==> src/rtl/multicycle_ctrl.sv <==
`default_nettype none
// ============================================================================
// Module      : multicycle_ctrl
// Description : Multi-cycle control sequencer for the 9-bit ISA. It latches
//               the fetched instruction and steps through FETCH/DECODE/EXEC/
//               MEM/WB. It drives the PC, register-file, ALU and data-memory
//               enables for each state and counts retired instructions with
//               a saturating counter.
// Revision    : 1.0 - initial release
// ============================================================================
module multicycle_ctrl #(
    parameter int INSTR_W = 9,
    parameter int OPC_W   = 4,
    parameter int MEM_LAT = 1,
    parameter int CNT_W   = 16
) (
    input  logic               Clk,
    input  logic               Reset_n,
    input  logic               Start,
    input  logic [INSTR_W-1:0] Instruction,
    input  logic               BranchFlag,
    output logic               IrLoad,
    output logic               PcInc,
    output logic               BranchEn,
    output logic               ALUEn,
    output logic               MemRdEn,
    output logic               MemWrEn,
    output logic               RegWrEn,
    output logic               Ack,
    output logic               Busy,
    output logic [2:0]         State,
    output logic [CNT_W-1:0]   InstrCount
);

    // State encoding is visible on the State debug port.
    typedef enum logic [2:0] {
        S_IDLE   = 3'd0,
        S_FETCH  = 3'd1,
        S_DECODE = 3'd2,
        S_EXEC   = 3'd3,
        S_MEM    = 3'd4,
        S_WB     = 3'd5,
        S_DONE   = 3'd6
    } state_t;

    // Opcode map
    localparam logic [OPC_W-1:0] c_OP_LW  = OPC_W'(0);
    localparam logic [OPC_W-1:0] c_OP_LWL = OPC_W'(1);
    localparam logic [OPC_W-1:0] c_OP_SW  = OPC_W'(2);
    localparam logic [OPC_W-1:0] c_OP_SWL = OPC_W'(3);
    localparam logic [OPC_W-1:0] c_OP_XOR = OPC_W'(4);
    localparam logic [OPC_W-1:0] c_OP_ADD = OPC_W'(5);
    localparam logic [OPC_W-1:0] c_OP_LSR = OPC_W'(6);
    localparam logic [OPC_W-1:0] c_OP_LSL = OPC_W'(7);
    localparam logic [OPC_W-1:0] c_OP_MOV = OPC_W'(8);
    localparam logic [OPC_W-1:0] c_OP_SNE = OPC_W'(9);
    localparam logic [OPC_W-1:0] c_OP_SEQ = OPC_W'(10);
    localparam logic [OPC_W-1:0] c_OP_BOO = OPC_W'(11);
    localparam logic [OPC_W-1:0] c_OP_LUT = OPC_W'(12);
    localparam logic [OPC_W-1:0] c_OP_BOL = OPC_W'(13);
    localparam logic [OPC_W-1:0] c_OP_MSK = OPC_W'(14);
    localparam logic [OPC_W-1:0] c_OP_EXT = OPC_W'(15);

    // The latency counter runs 0 .. MEM_LAT-1 while a load sits in MEM.
    localparam int                 c_LAT_W    = (MEM_LAT > 1) ? $clog2(MEM_LAT) : 1;
    localparam logic [c_LAT_W-1:0] c_LAT_LAST = c_LAT_W'(MEM_LAT - 1);

    state_t             r_state;
    logic [INSTR_W-1:0] r_ir;
    logic [c_LAT_W-1:0] r_lat;
    logic [CNT_W-1:0]   r_cnt;
    logic               r_start_d;

    logic [OPC_W-1:0]   w_opc;
    logic               w_halt;
    logic               w_start_edge;
    logic               w_retire;
    logic               w_is_alu;
    logic               w_is_br;
    logic               w_is_bol;
    logic               w_is_ld;
    logic               w_is_st;
    logic               w_is_mov;
    logic               w_is_nop;

    assign w_opc        = r_ir[INSTR_W-1 -: OPC_W];
    assign w_halt       = &r_ir;
    assign w_start_edge = Start & ~r_start_d;
    assign w_retire     = PcInc | BranchEn;

    // Classify the latched instruction into its execution class.
    always_comb begin
        w_is_alu = 1'b0;
        w_is_br  = 1'b0;
        w_is_bol = 1'b0;
        w_is_ld  = 1'b0;
        w_is_st  = 1'b0;
        w_is_mov = 1'b0;
        w_is_nop = 1'b0;
        case (w_opc)
            c_OP_XOR, c_OP_ADD, c_OP_LSR, c_OP_LSL,
            c_OP_SNE, c_OP_SEQ, c_OP_MSK: w_is_alu = 1'b1;
            c_OP_BOO:                     w_is_br  = 1'b1;
            c_OP_BOL: begin
                w_is_br  = 1'b1;
                w_is_bol = 1'b1;
            end
            c_OP_LW, c_OP_LWL:            w_is_ld  = 1'b1;
            c_OP_SW, c_OP_SWL:            w_is_st  = 1'b1;
            c_OP_MOV:                     w_is_mov = 1'b1;
            c_OP_LUT, c_OP_EXT:           w_is_nop = ~w_halt;
            // Unmapped opcodes (only possible with a wider opcode field)
            // are retired as NOPs so the PC keeps moving.
            default:                      w_is_nop = ~w_halt;
        endcase
    end

    // Decode the control strobes from registered state and IR. Only the
    // boo PC selection looks at the live BranchFlag.
    always_comb begin
        IrLoad   = 1'b0;
        PcInc    = 1'b0;
        BranchEn = 1'b0;
        ALUEn    = 1'b0;
        MemRdEn  = 1'b0;
        MemWrEn  = 1'b0;
        RegWrEn  = 1'b0;
        Ack      = 1'b0;
        Busy     = 1'b0;
        case (r_state)
            S_FETCH: begin
                Busy   = 1'b1;
                IrLoad = 1'b1;
            end
            S_DECODE: begin
                Busy  = 1'b1;
                PcInc = w_is_nop;
            end
            S_EXEC: begin
                Busy  = 1'b1;
                ALUEn = w_is_alu;
                if (w_is_bol) begin
                    BranchEn = 1'b1;
                end else if (w_is_br) begin
                    BranchEn = BranchFlag;
                    PcInc    = ~BranchFlag;
                end
            end
            S_MEM: begin
                Busy    = 1'b1;
                MemWrEn = w_is_st;
                PcInc   = w_is_st;
                MemRdEn = w_is_ld;
            end
            S_WB: begin
                Busy    = 1'b1;
                RegWrEn = 1'b1;
                PcInc   = 1'b1;
                ALUEn   = w_is_alu;
            end
            S_DONE: begin
                Ack = 1'b1;
            end
            default: begin
                Busy = 1'b0;
            end
        endcase
    end

    // Sequencer, instruction register, load latency counter and retire counter.
    always_ff @(posedge Clk) begin
        if (!Reset_n) begin
            r_state   <= S_IDLE;
            r_ir      <= '0;
            r_lat     <= '0;
            r_cnt     <= '0;
            r_start_d <= 1'b0;
        end else begin
            r_start_d <= Start;

            // Retirement happens in the last cycle of each instruction, and
            // never in IDLE/DONE, so it cannot collide with the restart clear.
            if (w_retire && (r_cnt != {CNT_W{1'b1}})) begin
                r_cnt <= r_cnt + CNT_W'(1);
            end

            case (r_state)
                S_IDLE, S_DONE: begin
                    if (w_start_edge) begin
                        r_state <= S_FETCH;
                        r_cnt   <= '0;
                    end
                end
                S_FETCH: begin
                    r_ir    <= Instruction;
                    r_state <= S_DECODE;
                end
                S_DECODE: begin
                    if (w_halt) begin
                        r_state <= S_DONE;
                    end else if (w_is_nop) begin
                        r_state <= S_FETCH;
                    end else if (w_is_alu || w_is_br) begin
                        r_state <= S_EXEC;
                    end else if (w_is_ld || w_is_st) begin
                        r_state <= S_MEM;
                        r_lat   <= '0;
                    end else begin
                        r_state <= S_WB;
                    end
                end
                S_EXEC: begin
                    r_state <= w_is_br ? S_FETCH : S_WB;
                end
                S_MEM: begin
                    if (w_is_st) begin
                        r_state <= S_FETCH;
                    end else if (r_lat == c_LAT_LAST) begin
                        r_state <= S_WB;
                    end else begin
                        r_lat <= r_lat + c_LAT_W'(1);
                    end
                end
                S_WB: begin
                    r_state <= S_FETCH;
                end
                default: begin
                    r_state <= S_IDLE;
                end
            endcase
        end
    end

    assign State      = r_state;
    assign InstrCount = r_cnt;

endmodule
`default_nettype wire
==> config.mk <==
export PLATFORM = sky130hd
export DESIGN_NAME = multicycle_ctrl
export DESIGN_NICKNAME = d
export VERILOG_FILES = /design/src/rtl/multicycle_ctrl.sv
export SDC_FILE = /design/constraint.sdc
export NUM_CORES = 1
export LEC_CHECK = 0
export BUFFER_PORTS_ARGS = -buffer_cell sky130_fd_sc_hd__buf_2
export CELL_PAD_IN_SITES_DETAIL_PLACEMENT = 0
export CELL_PAD_IN_SITES_GLOBAL_PLACEMENT = 1
export CORE_ASPECT_RATIO = 1.2
export CORE_MARGIN = 3
export CORE_UTILIZATION = 38
export DETAILED_ROUTE_END_ITERATION = 12
export PLACE_DENSITY_LB_ADDON = 0.1
export SYNTH_ARGS = -nofsm -noshare
export SYNTH_HDL_FRONTEND = slang
export SYNTH_SLANG_ARGS = --single-unit
==> constraint.sdc <==
create_clock -name Clk -period 2.5 [get_ports Clk]
set_input_delay 0.25 -clock Clk [delete_from_list [all_inputs] [get_ports Clk]]
set_output_delay 0.25 -clock Clk [all_outputs]
set_load 0.02 [all_outputs]
==> results of run 1 <==
power by group through the flow:
stage                     sequential [mW]  combinational [mW]  clock [mW]
final                               0.492               0.103       0.504
after global routing                0.494               0.116       0.542
after floorplan                     0.494              0.0805           0
after CTS                           0.491               0.104       0.526
after global placement              0.501               0.103           0
after detailed placement            0.502               0.104           0
through the flow:
stage / setup WS, ps / power (mW) / utilization / hold slack [ps]
4_1_cts: 230 / 1.12 / 0.491 / 173
6_report: 255 / 1.10 / 0.491 / 183
3_3_place_gp: 343 / 0.604 / 0.462 / 469
2_1_floorplan: 325 / 0.574 / - / 372
5_1_grt: 9.54 / 1.15 / 0.491 / 189
3_5_place_dp: 268 / 0.606 / 0.462 / 475
cell usage after synthesis:
cell | number | share of area
sky130_fd_sc_hd__o21ai_0 | 14 | 0.043
sky130_fd_sc_hd__o21ai_2 | 1 | 0.0054
sky130_fd_sc_hd__a21oi_1 | 22 | 0.068
sky130_fd_sc_hd__ha_1 | 2 | 0.015
sky130_fd_sc_hd__buf_4 | 1 | 0.0046
sky130_fd_sc_hd__and2_1 | 3 | 0.012
sky130_fd_sc_hd__o221ai_1 | 1 | 0.0054
sky130_fd_sc_hd__or3_1 | 11 | 0.042
sky130_fd_sc_hd__nor2b_1 | 13 | 0.050
sky130_fd_sc_hd__nor3_1 | 2 | 0.0061
sky130_fd_sc_hd__nand3_1 | 6 | 0.018
sky130_fd_sc_hd__a2111o_1 | 1 | 0.0069
sky130_fd_sc_hd__o211ai_2 | 1 | 0.0077
sky130_fd_sc_hd__o22ai_2 | 1 | 0.0077
sky130_fd_sc_hd__dfxtp_1 | 29 | 0.36
sky130_fd_sc_hd__nor3b_2 | 1 | 0.0077
sky130_fd_sc_hd__or4_1 | 3 | 0.014
sky130_fd_sc_hd__o311ai_0 | 1 | 0.0054
sky130_fd_sc_hd__a32oi_1 | 1 | 0.0054
sky130_fd_sc_hd__nand2b_1 | 6 | 0.023
sky130_fd_sc_hd__o21bai_1 | 1 | 0.0046
sky130_fd_sc_hd__nor4b_4 | 1 | 0.015
sky130_fd_sc_hd__buf_6 | 2 | 0.014
sky130_fd_sc_hd__and4_4 | 1 | 0.0069
sky130_fd_sc_hd__nand2_1 | 12 | 0.028
sky130_fd_sc_hd__xor2_1 | 3 | 0.016
sky130_fd_sc_hd__nand4_1 | 5 | 0.019
sky130_fd_sc_hd__o41ai_1 | 1 | 0.0054
sky130_fd_sc_hd__nor2_1 | 15 | 0.035
sky130_fd_sc_hd__o211ai_1 | 5 | 0.023
sky130_fd_sc_hd__inv_1 | 6 | 0.014
sky130_fd_sc_hd__o31ai_1 | 3 | 0.014
sky130_fd_sc_hd__clkbuf_1 | 3 | 0.0069
sky130_fd_sc_hd__buf_2 | 4 | 0.012
sky130_fd_sc_hd__and3_1 | 5 | 0.019
sky130_fd_sc_hd__o21ai_1 | 1 | 0.0031
sky130_fd_sc_hd__o31a_1 | 1 | 0.0054
sky130_fd_sc_hd__mux2i_1 | 9 | 0.055
sequential cells by signal (all words and copies together) (netlist names):
| name | flops |
|---|---|
| InstrCount | 16 |
| r_ir | 9 |
| State | 3 |
| r_start_d | 1 |
cell type report:
cell class	instances	area [sq um]
clock buffers	7	86.3
inverters	6	22.5
well taps	54	67.6
repair buffers	44	230
fillers	406	2050
multi-input cells	153	963
flip-flops and latches	29	581
clock inverters	1	30.0
per-layer routing:
metal	track usage	part of all wire
met2	0.301	0.51
met4	0.0685	0.016
met1	0.175	0.42
met3	0.0420	0.050
met5	0	0
cells in the final DEF, fill, tap and decap left out, drive strengths merged, types with 7 or more instances in the layout:
| master | Yosys | layout |
|---|---|---|
| dfxtp | 29 | 29 |
| clkbuf | 3 | 7 |
| a21oi | 22 | 22 |
| o21ai | 16 | 16 |
| nor2b | 13 | 13 |
| buf | 7 | 44 |
| or3 | 11 | 11 |
| nand2 | 12 | 12 |
| nor2 | 15 | 15 |
| mux2i | 9 | 9 |
final timing paths:
check              endpoint  slack, ps  cells past startpoint
max          InstrCount[15]        260                      9
min               r_start_d        180                      2
min reg2reg  InstrCount[15]        500                      2
max reg2reg  InstrCount[15]        260                      9
cells by family (layout without fill, tap and decap cells):
group	Yosys count	after routing
AOI/OAI and AO/OA	55	55
buffers and inverters	16	58
adders and majority gates	2	2
xor gates and xnor gates	3	3
DFF	29	29
and+or+nand+nor	84	84
muxes	9	9
==> summary.txt, run 1 <==
Run status
  • Status: complete, no violations

Timing
  • Endpoints failing setup: 0
  • Total Negative Setup Slacks: 0 ps
  • Setup clock skew after layout: 8.82 ps
  • Fraction of the cycle the final worst path needs: 0.898
  • Hold violation count in the final report: 0
  • Max_slew headroom: 0.616
  • Clock period minus worst slack: 2240 ps
  • Worst Max-Slew Pin Slew: 577 ps
  • Final Slew Violations: 0
  • Unrepaired setup endpoints after global routing: false
  • FMAX: 0.446 GHz

GRT
  • Aggregate global-route resource usage: 0.165
  • Final global-route overflow total: 0
  • Maximum number of pins on one net before global-route repair: 16
  • Number of antenna violations at the first check in global routing: 0
  • Global-route wire length before repair: 6620 um
  • Number of global-route vias before repair: 1528

Clocking
  • H-tree depth: 2
  • CTS buffer count: 5
  • Number of instances resized during post-cts repair: 0
  • Sinks on Clock Net: 29
  • Number of setup buffers added after CTS: 0
  • CTS clk-pin slew, worst paths: 70 ps
  • TritonCTS clock tree: built
  • Clock tree root buffer cell: sky130_fd_sc_hd__clkbuf_8
  • Clock insertion delay at the later pin of the skew report: 280 ps
  • Number of buffers added to fix hold violations after cts: 0
  • Buffer depth of the longest clock path: 2

Power and ir drop
  • P_leak: 0.768 nW
  • Switching share of total power: 0.233
  • Maximum vdd drop: 0.300 mV
  • Cell internal power dissipation: 0.843 mW
  • Clk pwr share: 0.459
  • Switching power summed over all nets: 0.256 mW
  • Power share of the sequential group: 0.447
  • Power density of the placed cells: 555 nW/um^2
  • Combinational group share of total power: 0.094

Routing
  • Count of TritonRoute iterations in the first routing pass: 4
  • Routed vias: 1568
  • Detailed Route WL: 3850 um
  • Detail Route Antenna Nets: 0
  • Initial DRC count: 69
  • DRC violation count after routing: 0
  • Wire length per cell: 13.1 um
  • Avg Vias per Cell: 5.33

Critical path
  • Worst-path fanout max: 12
  • Data arrival time of the critical path: 2460 ps
  • Critical path start-end classification: flip-flop to flip-flop
  • Standard cell with the maximum stage delay on the critical path: sky130_fd_sc_hd__or4_1
  • Top cell family by delay on the critical path: simple AND/OR/NAND/NOR gates
  • Critical path launch point type: flip-flop
  • Critical path cell sequence: inv_1, ha_1, nand2b_1, a21oi_1, o22ai_2, o21ai_2, buf_4, or4_1, a21oi_1
  • Most used cell along the critical path: sky130_fd_sc_hd__a21oi_1
  • Reg2reg start: State[2]
  • Buffers & Inverters on Critical Path: 2
  • Critical Path Sink Type: flip-flop
  • Worst setup path start: State[2]
  • Crit path largest cell delay: 500 ps
  • CP required: 2710 ps

Floorplan
  • Vertical die dimension: 77.7 um
  • Starting density of the core: 0.403
  • Number of primary I/O pins: 41
  • Total Die Area: 5110 sq um
  • # rows: 25
  • DIE WIDTH: 65.7 um
  • Floorplan Core Area: 4040 sq um

Finish
  • Antenna cells: 0
  • Count of non-filler cells in the finished layout: 294
  • Number of nets in the layout: 254
  • Area growth from synthesis to final layout: 21.7%
  • Fraction of final layout cells with drive strength greater than 1: 0.238
  • Final cell area excluding filler cells: 1980 sq um

Synth
  • Area share of fa/ha/maj cells after synthesis: 0.0154
  • Average footprint of a synthesized cell: 8.22 sq um
  • Xor-xnor portion of the synthesized cell area: 0.0161
  • Yosys warns: 0
  • Complex-gate fraction of the synthesized area: 0.210
  • Net count after synthesis: 213
  • Multiplexer share of the synthesized area: 0.0553
  • Combinational family with the most area after synthesis: simple AND/OR/NAND/NOR gates
  • Sequential element share of the synthesized area: 0.357
  • Mapped Cells: 198
  • Area of the mapped netlist: 1630 sq um
  • Number of distinct library cells after synthesis: 38
  • Number of flip-flops and latches in the synthesized netlist: 29
  • Synthesized-area fraction occupied by and/or/nand/nor cells: 0.295

Placement
  • Number of buffer cells added on primary ports: 40
  • Dpl cells: 286
  • HPWL after DPL: 2940 um
  • Area post-placement: 1860 sq um
  • Last weighted congestion value of the routability-driven placer: 0.853

Job
  • Total of max-cap violations: 0

Hold path
  • Hold_sp: Start
  • Path class of the lowest-slack min-delay path: primary input to flip-flop
(Power assumes the default switching activity.)
==> run 2: changes to the inputs <==
--- a/config.mk
+++ b/config.mk
@@ -8,7 +8,7 @@
 export BUFFER_PORTS_ARGS = -buffer_cell sky130_fd_sc_hd__buf_2
 export CELL_PAD_IN_SITES_DETAIL_PLACEMENT = 0
 export CELL_PAD_IN_SITES_GLOBAL_PLACEMENT = 1
-export CORE_ASPECT_RATIO = 1.2
+export CORE_ASPECT_RATIO = 1.5
 export CORE_MARGIN = 3
 export CORE_UTILIZATION = 38
 export DETAILED_ROUTE_END_ITERATION = 12
==> run 2 against run 1 <==
Worst setup slack worse by 0.59 ps. Critical endpoint is now InstrCount[6]. Cell count down 3.7%. Combinational power about the same. Flip-flop and latch count unchanged. Clock skew down 2.3 ps. Power decreased by 13%. Die area up 0.26%. Count of clock-buffer cells in the layout increased by 1.
==> summary.txt, run 2 (synthesized netlist as in run 1, its figures left out) <==
Run status
  • Status: complete, no violations

Clocking
  • CTS clk-pin slew, worst paths: 60 ps (about the same)
  • Number of buffers added to fix hold violations after cts: 0 (unchanged)
  • CTS buffer count: 5 (unchanged)
  • Number of instances resized during post-cts repair: 0 (unchanged)
  • H-tree depth: 2 (unchanged)
  • Sinks on Clock Net: 29 (unchanged)
  • TritonCTS clock tree: built
  • Clock insertion delay at the later pin of the skew report: 280 ps (about the same)
  • Number of setup buffers added after CTS: 0 (unchanged)
  • Clock tree root buffer cell: sky130_fd_sc_hd__clkbuf_8
  • Buffer depth of the longest clock path: 2 (unchanged)

Placement
  • Dpl cells: 275 (-3.8%)
  • HPWL after DPL: 3010 um (+2.3%)
  • Setup slack after placement: 270 ps (+1.47 ps)
  • Number of buffer cells added on primary ports: 40 (unchanged)
  • Area post-placement: 1840 sq um (-1.4%)
  • Last weighted congestion value of the routability-driven placer: 0.760 (-11%)

Critical path
  • Data arrival time of the critical path: 2470 ps (about the same)
  • Endpoint of the worst register-to-register path: InstrCount[6]
  • CP required: 2720 ps (about the same)
  • Critical path start-end classification: flip-flop to flip-flop
  • Worst-path fanout max: 23 (+11)
  • Reg2reg start: State[2]
  • Critical path launch point type: flip-flop
  • Setup slack, reg-to-reg: 250 ps (about the same)
  • Logic depth of the worst register-to-register path: 7 (-2)
  • Critical Path Sink Type: flip-flop

Job
  • Total of max-cap violations: 0 (unchanged)

Hold path
  • Hold Path End: r_start_d
  • Path class of the lowest-slack min-delay path: primary input to flip-flop
  • Hold_sp: Start
  • Worst Hold Path Cells: 2 (unchanged)

Power and ir drop
  • Combinational group share of total power: 0.104 (+0.010)
  • Power density of the placed cells: 501 nW/um^2 (-9.7%)
  • Total power of the final layout: 0.962 mW (-13%)
  • Maximum vdd drop: 0.358 mV (+19%)
  • P_leak: 0.740 nW (-3.7%)
  • Switching power summed over all nets: 0.248 mW (-3.5%)
  • Clk pwr share: 0.382 (-0.077)
  • Power share of the sequential group: 0.514 (+0.067)
  • Switching share of total power: 0.257 (+0.0241)
  • Cell internal power dissipation: 0.714 mW (-15%)

Finish
  • Area growth from synthesis to final layout: 17.8%
  • Largest register FFs: 16 (unchanged)
  • Top library cells by usage in the layout, fill and taps aside: sky130_fd_sc_hd__buf_2, sky130_fd_sc_hd__dfxtp_1, sky130_fd_sc_hd__a21oi_1
  • Number of nets in the layout: 252 (-0.79%)
  • Fill cell instance count of the final layout: 410 (+0.99%)
  • Antenna cells: 0 (unchanged)
  • Post-route core utilization: 0.476 (-0.0148)
  • Fraction of final layout cells with drive strength greater than 1: 0.223 (-0.0148)
  • Final cell area excluding filler cells: 1920 sq um (-3.2%)
  • Most frequent standard cell in the layout excluding fill and tap cells: sky130_fd_sc_hd__buf_2
  • Count of non-filler cells in the finished layout: 283 (-3.7%)

Timing
  • Fraction of the cycle the final worst path needs: 0.898 (about the same)
  • Worst Max-Slew Pin Slew: 575 ps (-1.73 ps)
  • Unrepaired setup endpoints after global routing: false
  • Worst hold margin: 197 ps (+14.4 ps)
  • Final Slew Violations: 0 (unchanged)
  • Clock period minus worst slack: 2250 ps (+0.586 ps)
  • Hold violation count in the final report: 0 (unchanged)
  • Total Negative Setup Slacks: 0 ps (unchanged)
  • Max_slew headroom: 0.617 (+0.00115)
  • Endpoints failing setup: 0 (unchanged)
  • FMAX: 0.445 GHz (about the same)
  • Worst setup margin: 255 ps (-0.586 ps)
  • Setup clock skew after layout: 6.51 ps (-2.31 ps)

Routing
  • Initial DRC count: 80 (+16%)
  • Avg Vias per Cell: 5.66 (+6.2%)
  • Routed vias: 1603 (+2.2%)
  • Count of TritonRoute iterations in the first routing pass: 4 (unchanged)
  • Detail Route Antenna Nets: 0 (unchanged)
  • Detailed Route WL: 3970 um (+3.1%)
  • DRC violation count after routing: 0 (unchanged)
  • Wire length per cell: 14.0 um (+7.1%)

Floorplan
  • # rows: 28 (+12%)
  • Vertical die dimension: 86.2 um (+11%)
  • Total Die Area: 5120 sq um (+0.26%)
  • Starting density of the core: 0.404 (+0.000626)
  • Number of primary I/O pins: 41 (unchanged)
  • DIE WIDTH: 59.4 um (-9.6%)
  • Floorplan Core Area: 4030 sq um (-0.16%)

GRT
  • Aggregate global-route resource usage: 0.169 (+0.00368)
  • Global-route wire length before repair: 6880 um (+3.8%)
  • Final global-route overflow total: 0 (unchanged)
  • Number of antenna violations at the first check in global routing: 0 (unchanged)
  • Number of global-route vias before repair: 1568 (+2.6%)
  • Maximum number of pins on one net before global-route repair: 24 (+8)
run 2: cell types whose count changed in the layout (fill, tap and decap cells not counted):
| cell | previous run | this run |
|---|---|---|
| sky130_fd_sc_hd__clkbuf_8 | 6 | 5 |
| sky130_fd_sc_hd__clkbuf_1 | 1 | 3 |
| sky130_fd_sc_hd__bufinv_16 | 1 | 0 |
| sky130_fd_sc_hd__buf_4 | 4 | 2 |
run 2: routing by layer:
metal	GRT usage	vias to the layer above	wire, um
li1	-	797	-
met1	0.179	763	1560
met2	0.313	39	2180
met3	0.0407	4	193
met4	0.0536	0	28
met5	0	-	0
run 2: how the worst max path moves through the flow:
stage | from | cells after the start | end
3_3_place_gp | State[2] | 9 | InstrCount[6]
2_1_floorplan | State[2] | 10 | InstrCount[0]
3_5_place_dp | State[2] | 7 | InstrCount[6]
6_report | State[2] | 7 | InstrCount[6]
5_1_grt | State[1] | 7 | InstrCount[6]
4_1_cts | State[2] | 7 | InstrCount[6]
run 2: worst max-delay path, cell delays in order (launching register included):
cell,delay [ps]
sky130_fd_sc_hd__dfxtp_1,450
sky130_fd_sc_hd__inv_1,110
sky130_fd_sc_hd__ha_1,380
sky130_fd_sc_hd__nor4b_4,370
sky130_fd_sc_hd__o21ai_2,120
sky130_fd_sc_hd__buf_4,210
sky130_fd_sc_hd__or4_1,480
sky130_fd_sc_hd__nand2_1,80
run 2: power by group through the flow:
stage / logic [mW] / clock network [mW] / registers (mW)
after detailed placement: 0.101 / 0 / 0.504
after CTS: 0.102 / 0.382 / 0.493
after global placement: 0.0995 / 0 / 0.503
after global routing: 0.112 / 0.404 / 0.496
final: 0.100 / 0.368 / 0.494
after floorplan: 0.0805 / 0 / 0.494
run 2: area by class of cell:
cell class	instances	area, sq um	share of cell area
clock buffer	8	80.1	0.0417
tap	45	56.3	0.0294
inverter	6	22.5	0.0117
sequential	29	581	0.303
multi-input combinational	153	963	0.502
timing repair buffer	42	215	0.112
